<file path="src/rtl/vga_sync_if.sv">
// Video timing bundle between the sync generator and its consumer.
// The consumer drives the pixel-advance enable and receives position, syncs and pulses.
interface vga_sync_if;
  logic        en;
  logic        hsync;
  logic        vsync;
  logic        video_on;
  logic [10:0] pixel_x;
  logic [9:0]  pixel_y;
  logic        line_start;
  logic        frame_start;

  modport master (
    input  en,
    output hsync, vsync, video_on, pixel_x, pixel_y, line_start, frame_start
  );

  modport slave (
    output en,
    input  hsync, vsync, video_on, pixel_x, pixel_y, line_start, frame_start
  );
endinterface

</file>
<file path="src/rtl/vga_sync.sv">
// VGA timing generator: pixel/line counters, per-axis phase FSMs and registered sync outputs.
// Outputs are registered from the counter values of the previous enabled cycle.
//
// state     | meaning
// PH_ACTIVE | visible region (counter below the visible size)
// PH_FRONT  | front porch
// PH_SYNC   | sync pulse asserted
// PH_BACK   | back porch
module vga_sync #(
  parameter int H_VISIBLE = 800,
  parameter int H_FP      = 56,
  parameter int H_SYNC    = 120,
  parameter int H_BP      = 64,
  parameter int V_VISIBLE = 600,
  parameter int V_FP      = 37,
  parameter int V_SYNC    = 6,
  parameter int V_BP      = 23,
  parameter int H_POL     = 1,
  parameter int V_POL     = 1
) (
  input logic       clk,
  input logic       rst_n,
  vga_sync_if.master vif
);

  localparam int H_TOTAL = H_VISIBLE + H_FP + H_SYNC + H_BP;
  localparam int V_TOTAL = V_VISIBLE + V_FP + V_SYNC + V_BP;

  localparam logic [10:0] H_LAST    = 11'(H_TOTAL - 1);
  localparam logic [10:0] H_B_FRONT = 11'(H_VISIBLE);
  localparam logic [10:0] H_B_SYNC  = 11'(H_VISIBLE + H_FP);
  localparam logic [10:0] H_B_BACK  = 11'(H_VISIBLE + H_FP + H_SYNC);
  localparam logic [9:0]  V_LAST    = 10'(V_TOTAL - 1);
  localparam logic [9:0]  V_B_FRONT = 10'(V_VISIBLE);
  localparam logic [9:0]  V_B_SYNC  = 10'(V_VISIBLE + V_FP);
  localparam logic [9:0]  V_B_BACK  = 10'(V_VISIBLE + V_FP + V_SYNC);
  localparam logic        H_ACT     = (H_POL != 0);
  localparam logic        V_ACT     = (V_POL != 0);

  typedef enum logic [1:0] {PH_ACTIVE, PH_FRONT, PH_SYNC, PH_BACK} phase_e;

  // Later boundaries win so a zero-width porch collapses onto the following phase.
  function automatic phase_e h_phase_at(logic [10:0] cnt, phase_e cur);
    phase_e nxt;
    nxt = cur;
    if (cnt == H_B_BACK)       nxt = PH_BACK;
    else if (cnt == H_B_SYNC)  nxt = PH_SYNC;
    else if (cnt == H_B_FRONT) nxt = PH_FRONT;
    else if (cnt == 11'd0)     nxt = PH_ACTIVE;
    return nxt;
  endfunction

  function automatic phase_e v_phase_at(logic [9:0] cnt, phase_e cur);
    phase_e nxt;
    nxt = cur;
    if (cnt == V_B_BACK)       nxt = PH_BACK;
    else if (cnt == V_B_SYNC)  nxt = PH_SYNC;
    else if (cnt == V_B_FRONT) nxt = PH_FRONT;
    else if (cnt == 10'd0)     nxt = PH_ACTIVE;
    return nxt;
  endfunction

  logic [10:0] h_cnt_q, h_cnt_d;
  logic [9:0]  v_cnt_q, v_cnt_d;
  phase_e      h_ph_q, h_ph_d;
  phase_e      v_ph_q, v_ph_d;
  logic        hsync_q, hsync_d;
  logic        vsync_q, vsync_d;
  logic        video_on_q, video_on_d;
  logic [10:0] pixel_x_q, pixel_x_d;
  logic [9:0]  pixel_y_q, pixel_y_d;
  logic        line_start_q, line_start_d;
  logic        frame_start_q, frame_start_d;

  always_comb begin
    h_cnt_d       = h_cnt_q;
    v_cnt_d       = v_cnt_q;
    h_ph_d        = h_ph_q;
    v_ph_d        = v_ph_q;
    hsync_d       = hsync_q;
    vsync_d       = vsync_q;
    video_on_d    = video_on_q;
    pixel_x_d     = pixel_x_q;
    pixel_y_d     = pixel_y_q;
    line_start_d  = 1'b0;
    frame_start_d = 1'b0;
    if (vif.en) begin
      // >= keeps the counters inside range even if they were ever disturbed
      if (h_cnt_q >= H_LAST) begin
        h_cnt_d = 11'd0;
        v_cnt_d = (v_cnt_q >= V_LAST) ? 10'd0 : v_cnt_q + 10'd1;
      end else begin
        h_cnt_d = h_cnt_q + 11'd1;
      end
      h_ph_d        = h_phase_at(h_cnt_d, h_ph_q);
      v_ph_d        = v_phase_at(v_cnt_d, v_ph_q);
      pixel_x_d     = h_cnt_q;
      pixel_y_d     = v_cnt_q;
      hsync_d       = (h_ph_q == PH_SYNC) ? H_ACT : ~H_ACT;
      vsync_d       = (v_ph_q == PH_SYNC) ? V_ACT : ~V_ACT;
      video_on_d    = (h_ph_q == PH_ACTIVE) && (v_ph_q == PH_ACTIVE);
      line_start_d  = (h_cnt_q == 11'd0);
      frame_start_d = (h_cnt_q == 11'd0) && (v_cnt_q == 10'd0);
    end
  end

  always_ff @(posedge clk or negedge rst_n) begin
    if (!rst_n) begin
      h_cnt_q       <= 11'd0;
      v_cnt_q       <= 10'd0;
      h_ph_q        <= PH_ACTIVE;
      v_ph_q        <= PH_ACTIVE;
      hsync_q       <= ~H_ACT;
      vsync_q       <= ~V_ACT;
      video_on_q    <= 1'b0;
      pixel_x_q     <= 11'd0;
      pixel_y_q     <= 10'd0;
      line_start_q  <= 1'b0;
      frame_start_q <= 1'b0;
    end else begin
      h_cnt_q       <= h_cnt_d;
      v_cnt_q       <= v_cnt_d;
      h_ph_q        <= h_ph_d;
      v_ph_q        <= v_ph_d;
      hsync_q       <= hsync_d;
      vsync_q       <= vsync_d;
      video_on_q    <= video_on_d;
      pixel_x_q     <= pixel_x_d;
      pixel_y_q     <= pixel_y_d;
      line_start_q  <= line_start_d;
      frame_start_q <= frame_start_d;
    end
  end

  assign vif.hsync       = hsync_q;
  assign vif.vsync       = vsync_q;
  assign vif.video_on    = video_on_q;
  assign vif.pixel_x     = pixel_x_q;
  assign vif.pixel_y     = pixel_y_q;
  assign vif.line_start  = line_start_q;
  assign vif.frame_start = frame_start_q;

endmodule

</file>
<file path="src/flat_wrapper.sv">
// flat-port wrapper written by rule: the top's interface ports become plain ports
module vga_sync_flat 
#(
  parameter int H_VISIBLE = 800,
  parameter int H_FP      = 56,
  parameter int H_SYNC    = 120,
  parameter int H_BP      = 64,
  parameter int V_VISIBLE = 600,
  parameter int V_FP      = 37,
  parameter int V_SYNC    = 6,
  parameter int V_BP      = 23,
  parameter int H_POL     = 1,
  parameter int V_POL     = 1
)
  (clk, rst_n, vif_en, vif_hsync, vif_vsync, vif_video_on, vif_pixel_x, vif_pixel_y, vif_line_start, vif_frame_start);
  vga_sync_if vif_i ();
  input logic clk;
  input logic rst_n;
  input wire logic [$bits(vif_i.en)-1:0] vif_en;
  output wire logic [$bits(vif_i.hsync)-1:0] vif_hsync;
  output wire logic [$bits(vif_i.vsync)-1:0] vif_vsync;
  output wire logic [$bits(vif_i.video_on)-1:0] vif_video_on;
  output wire logic [$bits(vif_i.pixel_x)-1:0] vif_pixel_x;
  output wire logic [$bits(vif_i.pixel_y)-1:0] vif_pixel_y;
  output wire logic [$bits(vif_i.line_start)-1:0] vif_line_start;
  output wire logic [$bits(vif_i.frame_start)-1:0] vif_frame_start;
  assign vif_i.en = vif_en;
  assign vif_hsync = vif_i.hsync;
  assign vif_vsync = vif_i.vsync;
  assign vif_video_on = vif_i.video_on;
  assign vif_pixel_x = vif_i.pixel_x;
  assign vif_pixel_y = vif_i.pixel_y;
  assign vif_line_start = vif_i.line_start;
  assign vif_frame_start = vif_i.frame_start;
  vga_sync #(.H_VISIBLE(H_VISIBLE), .H_FP(H_FP), .H_SYNC(H_SYNC), .H_BP(H_BP), .V_VISIBLE(V_VISIBLE), .V_FP(V_FP), .V_SYNC(V_SYNC), .V_BP(V_BP), .H_POL(H_POL), .V_POL(V_POL)) u_core (.clk(clk), .rst_n(rst_n), .vif(vif_i));
endmodule
</file>
<file path="config.mk">
export PLATFORM = sky130hd
export DESIGN_NAME = vga_sync_flat
export DESIGN_NICKNAME = d
export VERILOG_FILES = /design/src/rtl/vga_sync_if.sv /design/src/rtl/vga_sync.sv /design/src/flat_wrapper.sv
export SDC_FILE = /design/constraint.sdc
export NUM_CORES = 1
export LEC_CHECK = 0
export ABC_AREA = 1
export CAP_MARGIN = 0
export CORE_MARGIN = 1
export CORE_UTILIZATION = 58
export DETAILED_ROUTE_END_ITERATION = 7
export GPL_ROUTABILITY_DRIVEN = 0
export GPL_TIMING_DRIVEN = 1
export PLACE_DENSITY = 0.89
export SYNTH_ARGS = -nofsm -noshare
export SYNTH_HDL_FRONTEND = slang
export SYNTH_SLANG_ARGS = --single-unit
</file>
<file path="constraint.sdc">
create_clock -name clk -period 2.7 [get_ports clk]
set_input_delay 0.405 -clock clk [delete_from_list [all_inputs] [get_ports clk]]
set_output_delay 0.405 -clock clk [all_outputs]
set_load 0.01 [all_outputs]
</file>
==> results of run 1 <==
critical path: stages, from the launching register on:
cell,delay [ns]
dfrtp_1,0.43
inv_1,0.21
ha_1,0.20
inv_1,0.04
nor2_1,0.07
nor2_1,0.04
nand3_1,0.05
nand3_1,0.16
inv_1,0.19
nand3_1,0.10
nand2_1,0.11
nand2_1,0.06
nor2_1,0.15
nand3_1,0.13
nand2_2,0.10
inv_2,0.05
o21ai_2,0.10
o21ai_1,0.07
registers in the layout (all words and copies together) (netlist names):
signal                  flops
u_core.vif.frame_start      1
u_core.vif.vsync            1
u_core.h_cnt_q             11
u_core.vif.pixel_x         11
u_core.v_ph_q               2
u_core.v_cnt_q             10
u_core.vif.hsync            1
u_core.vif.video_on         1
u_core.vif.line_start       1
u_core.vif.pixel_y         10
u_core.h_ph_q               2
cell usage in the layout, fill, tap and decap left out, drive strengths merged, types with 4 or more instances in the layout:
cell / netlist / layout
nand2: 128 / 128
nor2: 65 / 65
o21ai: 61 / 61
dfrtp: 51 / 51
inv: 46 / 46
nand3: 39 / 39
clkdlybuf4s50: 0 / 27
nand4: 7 / 7
nor3: 7 / 7
clkbuf: 7 / 7
ha: 6 / 6
buf: 7 / 4
cell type report:
type	instances	share of cell area, %
timing repair buffer	31	8.83
multi-input combinational	323	44.7
clock inverter	1	0.249
tap	70	2.49
inverter	46	4.91
clock buffer	7	2.46
sequential	51	36.3
how the worst max path moves through the flow:
| stage | start | end |
|---|---|---|
| after floorplan | u_core.h_cnt_q[0] | u_core.v_ph_q[1] |
| after global placement | u_core.h_cnt_q[0] | u_core.h_ph_q[1] |
| after detailed placement | u_core.h_cnt_q[0] | u_core.v_ph_q[1] |
| after CTS | u_core.h_cnt_q[0] | u_core.v_ph_q[1] |
| after global routing | u_core.h_cnt_q[0] | u_core.v_ph_q[1] |
| final | u_core.v_cnt_q[0] | u_core.v_ph_q[1] |
report_power, final:
group	switching (mW)	leakage [nW]	total [mW]	internal (mW)
clock network	0.253	0.0484	0.463	0.210
logic	0.864	0.945	1.43	0.561
registers	0.210	0.681	1.19	0.976
layer usage:
layer  up-vias  share of wire (%)
li1       1434                  -
met1      1366                 45
met2       132                 46
met3         9                7.2
met4         0                1.4
met5         -                  0
metrics by stage:
stage	worst slack, ns	util [%]	power, mW	instance area, um^2
2_1_floorplan	0.719	-	2.12	3110
3_3_place_gp	0.486	66.5	2.53	3420
3_5_place_dp	0.331	66.5	2.59	3420
4_1_cts	0.318	68.4	3.06	3510
5_1_grt	0.0767	68.4	3.32	3510
6_report	0.307	68.4	3.08	3510
logic make-up (layout without fill, tap and decap cells):
logic type | count (synthesis) | in the layout
adder cells (fa/ha/maj) | 6 | 6
AO/OA/AOI/OAI | 67 | 67
flip-flops | 51 | 51
XOR/XNOR | 3 | 3
AND/OR/NAND/NOR | 247 | 247
buffers and inverters | 60 | 85
==> flow_metrics.tcl, run 1 <==
set metrics [dict create \
    status "finished clean" \
    period_share_pct 88.6 \
    synthCells 434 \
    grt_use_met3_pct 5.49 \
    grt_max_degree 52 \
    rsz0062_at_grt "false" \
    slew_violations 0 \
    grt_overflow_total 0 \
    synth_compound_area_share_pct 11.5 \
    synthMuxAreaShare_pct 0 \
    antenna_found_initial 0 \
    setup_viol 0 \
    vias_per_cell 5.56 \
    root_buffer "clkbuf_8" \
    crit_path_start_kind "flip-flop" \
    p_leak_nw 1.67 \
    final.min_clock_period_ns 2.39 \
    timing.rr.end "u_core.v_ph_q[1]" \
    area_delta_synth_final_pct 13.1 \
    reg2reg_depth 17 \
    pin_count 29 \
    multi_input_area_um2 1570 \
    drv_cap 0 \
    via_count 2941 \
    ctsHoldBuffers 0 \
    end_kind "flip-flop" \
    seqCellArea_um2 1280 \
    yosysMostFrequentCell "nand2_1" \
    r2r_start "u_core.v_cnt_q[0]" \
    design.die.area_um2 5650 \
    synthesis.area_um2 3110 \
    synth_top_area_share_pct 41.1 \
    synth.area.top_cells "dfrtp_1 41%, nand2_1 15%, o21ai_0 9.0%" \
    setup_tns_ns 0 \
    routed_wl_um 6910 \
    finalHoldViolCount 0 \
    layout-drive-gt1-share_pct 10.0 \
    min_path_type "in2async" \
    ys_warn_count 0 \
    synth_top_family_by_area "simple AND/OR/NAND/NOR gates" \
    antenna_left 0 \
    synthSimpleGateAreaFrac_pct 35.9 \
    drt_pass1_iterations 6 \
    whs_ns 0.194 \
    clock-sinks 51 \
    post_cts_buffers 0 \
    synth_cell_types 29 \
    grt_use_met1_pct 37.3 \
    dp_hpwl_um 4900 \
    diodes 0 \
    synth_xor_area_share_pct 0.846 \
    fin_nets 467 \
    first_iter_violations 243 \
    crit_arrival_ns 2.57 \
    relSlewSlack_pct 53.9 \
    clk-insertion-delay-late_ns 0.31 \
    wl_per_cell_um 13.1 \
    synthAdderAreaFrac_pct 2.42 \
    numCtsBuffers 5 \
    worst_pin_slew_ns 0.691 \
    power.density_nw_per_um2 875 \
    grt_use_met2_pct 39.8 \
    first_global_vias 2464 \
    cts_resized 0 \
    grt_usage_pct 26.0 \
    syn_avg_cell_area_um2 7.16 \
    synth_common_cells "120 x nand2_1, 56 x nor2_1, 56 x o21ai_0" \
    ys.flop_type "dfrtp_1" \
    peakVddDrop_v 0.000433 \
    grt_pass1_wl_um 11200 \
    synth_edf_count 0 \
    die_w_um 75.2 \
    synth_fp_nets 443 \
    numPortBuffers 28 \
    synth_seq_area_share_pct 41.1 \
    instances_no_fill 529 \
    cp_max_fo 5 \
    dp.cells 521 \
    ctsLongestPathBuffers 2 \
    ff2ff_setup_slack_ns 0.31 \
    path_class "reg2reg" \
    async_flop_share_pct 100 \
    fill_cells 442 \
    start_util_pct 60.4 \
    fin_skew_ns 0.0100 \
    ys_ff_latch 51 \
    path_clk_slew_ns 0.09 \
    worstPathRequired_ns 2.88 \
    busiest_layer "met2" \
    htreeDepth 2 \
    drc 0 \
    yosys.area.top_type "dfrtp_1" \
    core-area_um2 5140 \
    fmax_ghz 0.418 \
    cts_tree "done" \
    num_rows 26 \
    die_h_um 75.2 \
]
Power figures use the tool's default switching activity.
==> run 2, diff against run 1 <==
--- a/config.mk
+++ b/config.mk
@@ -7,7 +7,6 @@
 export LEC_CHECK = 0
 export ABC_AREA = 1
 export CAP_MARGIN = 0
-export CORE_MARGIN = 1
 export CORE_UTILIZATION = 58
 export DETAILED_ROUTE_END_ITERATION = 7
 export GPL_ROUTABILITY_DRIVEN = 0
==> results of run 2 <==
The final DEF is identical to that of run 1; final timing and power are the same.
==> run 3, diff against run 2 <==
--- a/config.mk
+++ b/config.mk
@@ -7,11 +7,11 @@
 export LEC_CHECK = 0
 export ABC_AREA = 1
 export CAP_MARGIN = 0
-export CORE_UTILIZATION = 58
+export CORE_UTILIZATION = 45
 export DETAILED_ROUTE_END_ITERATION = 7
 export GPL_ROUTABILITY_DRIVEN = 0
 export GPL_TIMING_DRIVEN = 1
-export PLACE_DENSITY = 0.89
+export PLACE_DENSITY = 0.73
 export SYNTH_ARGS = -nofsm -noshare
 export SYNTH_HDL_FRONTEND = slang
 export SYNTH_SLANG_ARGS = --single-unit
==> run 3 against run 2 <==
  * Power is 2.8% higher
  * Routed wire length is 1.9% higher
  * Final cell count is 1.5% higher
  * Critical endpoint is now u_core.h_ph_q[1]
  * Largest power group unchanged
  * Highest routed layer unchanged
==> flow_metrics.tcl, run 3 (synthesis results as in run 1) <==
set metrics [dict create \
    status "finished clean" \
    peakVddDrop_v 0.000326 \
    worstPathRequired_ns 2.91 \
    stdcell_area_um2 3540 \
    layout-drive-gt1-share_pct 10.4 \
    end_kind "flip-flop" \
    first_iter_violations 324 \
    dp_hpwl_um 5090 \
    grt_overflow_total 0 \
    path_class "reg2reg" \
    clock-sinks 51 \
    ctsHoldBuffers 0 \
    antenna_found_initial 0 \
    final_common_cell "nand2_1" \
    clk-insertion-delay-late_ns 0.31 \
    design.die.area_um2 7240 \
    drv_cap 0 \
    area_delta_synth_final_pct 13.9 \
    crit_top_cell "nand2_1" \
    via_count 2903 \
    crit_path_start_kind "flip-flop" \
    setup_viol 0 \
    diodes 0 \
    setup_tns_ns 0 \
    crit_chain "ha_1 -> nand3_2 -> nor2_1 -> nand2_2 -> nand2_2 -> nor2_4 -> o211ai_1 -> nor2_1 -> nand3b_1 -> nand2_1 -> o21ai_1 -> nand2_1 -> nand2_1" \
    mostFrequentLayoutCells "120 x nand2_1, 56 x nor2_1, 56 x o21ai_0" \
    antenna_left 0 \
    cp_slowest_cell "dfrtp_1" \
    relSlewSlack_pct 66.8 \
    root_buffer "clkbuf_8" \
    slew_violations 0 \
    path_clk_slew_ns 0.10 \
    min_path_type "in2async" \
    period_share_pct 88.9 \
    dpl_cell_area_um2 3420 \
    rsz0062_at_grt "false" \
    ff2ff_setup_slack_ns 0.30 \
    power.density_nw_per_um2 894 \
    htreeDepth 2 \
    crit_arrival_ns 2.61 \
    wl_per_cell_um 13.1 \
    fill_cells 619 \
    ctsLongestPathBuffers 2 \
    die_h_um 85.1 \
    fmax_ghz 0.417 \
    crit_family "simple AND/OR/NAND/NOR gates" \
    grt_pass1_wl_um 12400 \
    drt_pass1_iterations 5 \
    die_w_um 85.1 \
    post_cts_buffers 0 \
    numCtsBuffers 5 \
    p_leak_nw 1.68 \
    routed_wl_um 7040 \
    finalHoldViolCount 0 \
    start_util_pct 47.8 \
    numPortBuffers 28 \
    first_global_vias 2697 \
    pin_count 29 \
    fin_util_pct 54.5 \
    grt_max_degree 33 \
    fin_skew_ns 0.00383 \
    final.min_clock_period_ns 2.40 \
    vias_per_cell 5.41 \
    cp_num_buf_inv 0 \
    num_rows 29 \
    max_stage_delay_ns 0.43 \
    cts_resized 0 \
    core-area_um2 6490 \
    drc 0 \
    fin_nets 468 \
    whs_ns 0.0460 \
    worst_pin_slew_ns 0.498 \
    grt_usage_pct 21.3 \
    cts_tree "done" \
    cp_max_fo 19 \
]
[run 3: cell types whose count changed in the layout (fill, tap and decap cells not counted), sizes merged]
cell	change
buf	+1
inv	+1
bufinv	+1
clkinvlp	+1
clkbuf	-2
clkinv	-1
[run 3: through the flow]
stage / setup slack [ns] / cells / total power [mW]
detailed placement: 0.351 / 529 / 2.59
global route: 0.0216 / 537 / 3.41
global placement: 0.462 / 529 / 2.56
finish: 0.300 / 537 / 3.16
CTS: 0.309 / 537 / 3.17
floorplan: 0.719 / 434 / 2.12
[run 3: layout make-up]
| class | instances | area (um^2) | share of cell area, % |
|---|---|---|---|
| flip-flops and latches | 51 | 1280 | 36.1 |
| multi-input cells | 323 | 1570 | 44.4 |
| repair buffers | 32 | 305 | 8.63 |
| clock inverters | 3 | 46.3 | 1.31 |
| clock buffers | 5 | 68.8 | 1.95 |
| well taps | 77 | 96.3 | 2.72 |
| inverters | 46 | 173 | 4.88 |
[run 3: worst paths after layout]
kind	from	end	cells after the start
worst max-delay path	u_core.h_cnt_q[0]	u_core.h_ph_q[1]	13
worst min-delay path	rst_n	u_core.vif.hsync	1
worst min register to register	u_core.h_ph_q[0]	u_core.h_ph_q[0]	2
max in group asynchronous	rst_n	u_core.h_cnt_q[5]	2
worst max register to register	u_core.h_cnt_q[0]	u_core.h_ph_q[1]	13
min in group clk	u_core.h_ph_q[0]	u_core.h_ph_q[0]	2
[run 3: power by group]
part           internal [mW]  switching (mW)
sequential             0.976           0.212
combinational          0.559           0.854
clock                  0.280           0.281
[run 3: per-layer routing]
| layer | global-route usage [%] | routed length, um |
|---|---|---|
| met4 | 6.32 | 103 |
| met2 | 32.6 | 3140 |
| met3 | 3.31 | 419 |
| met5 | 0 | 0 |
| met1 | 31.2 | 3380 |
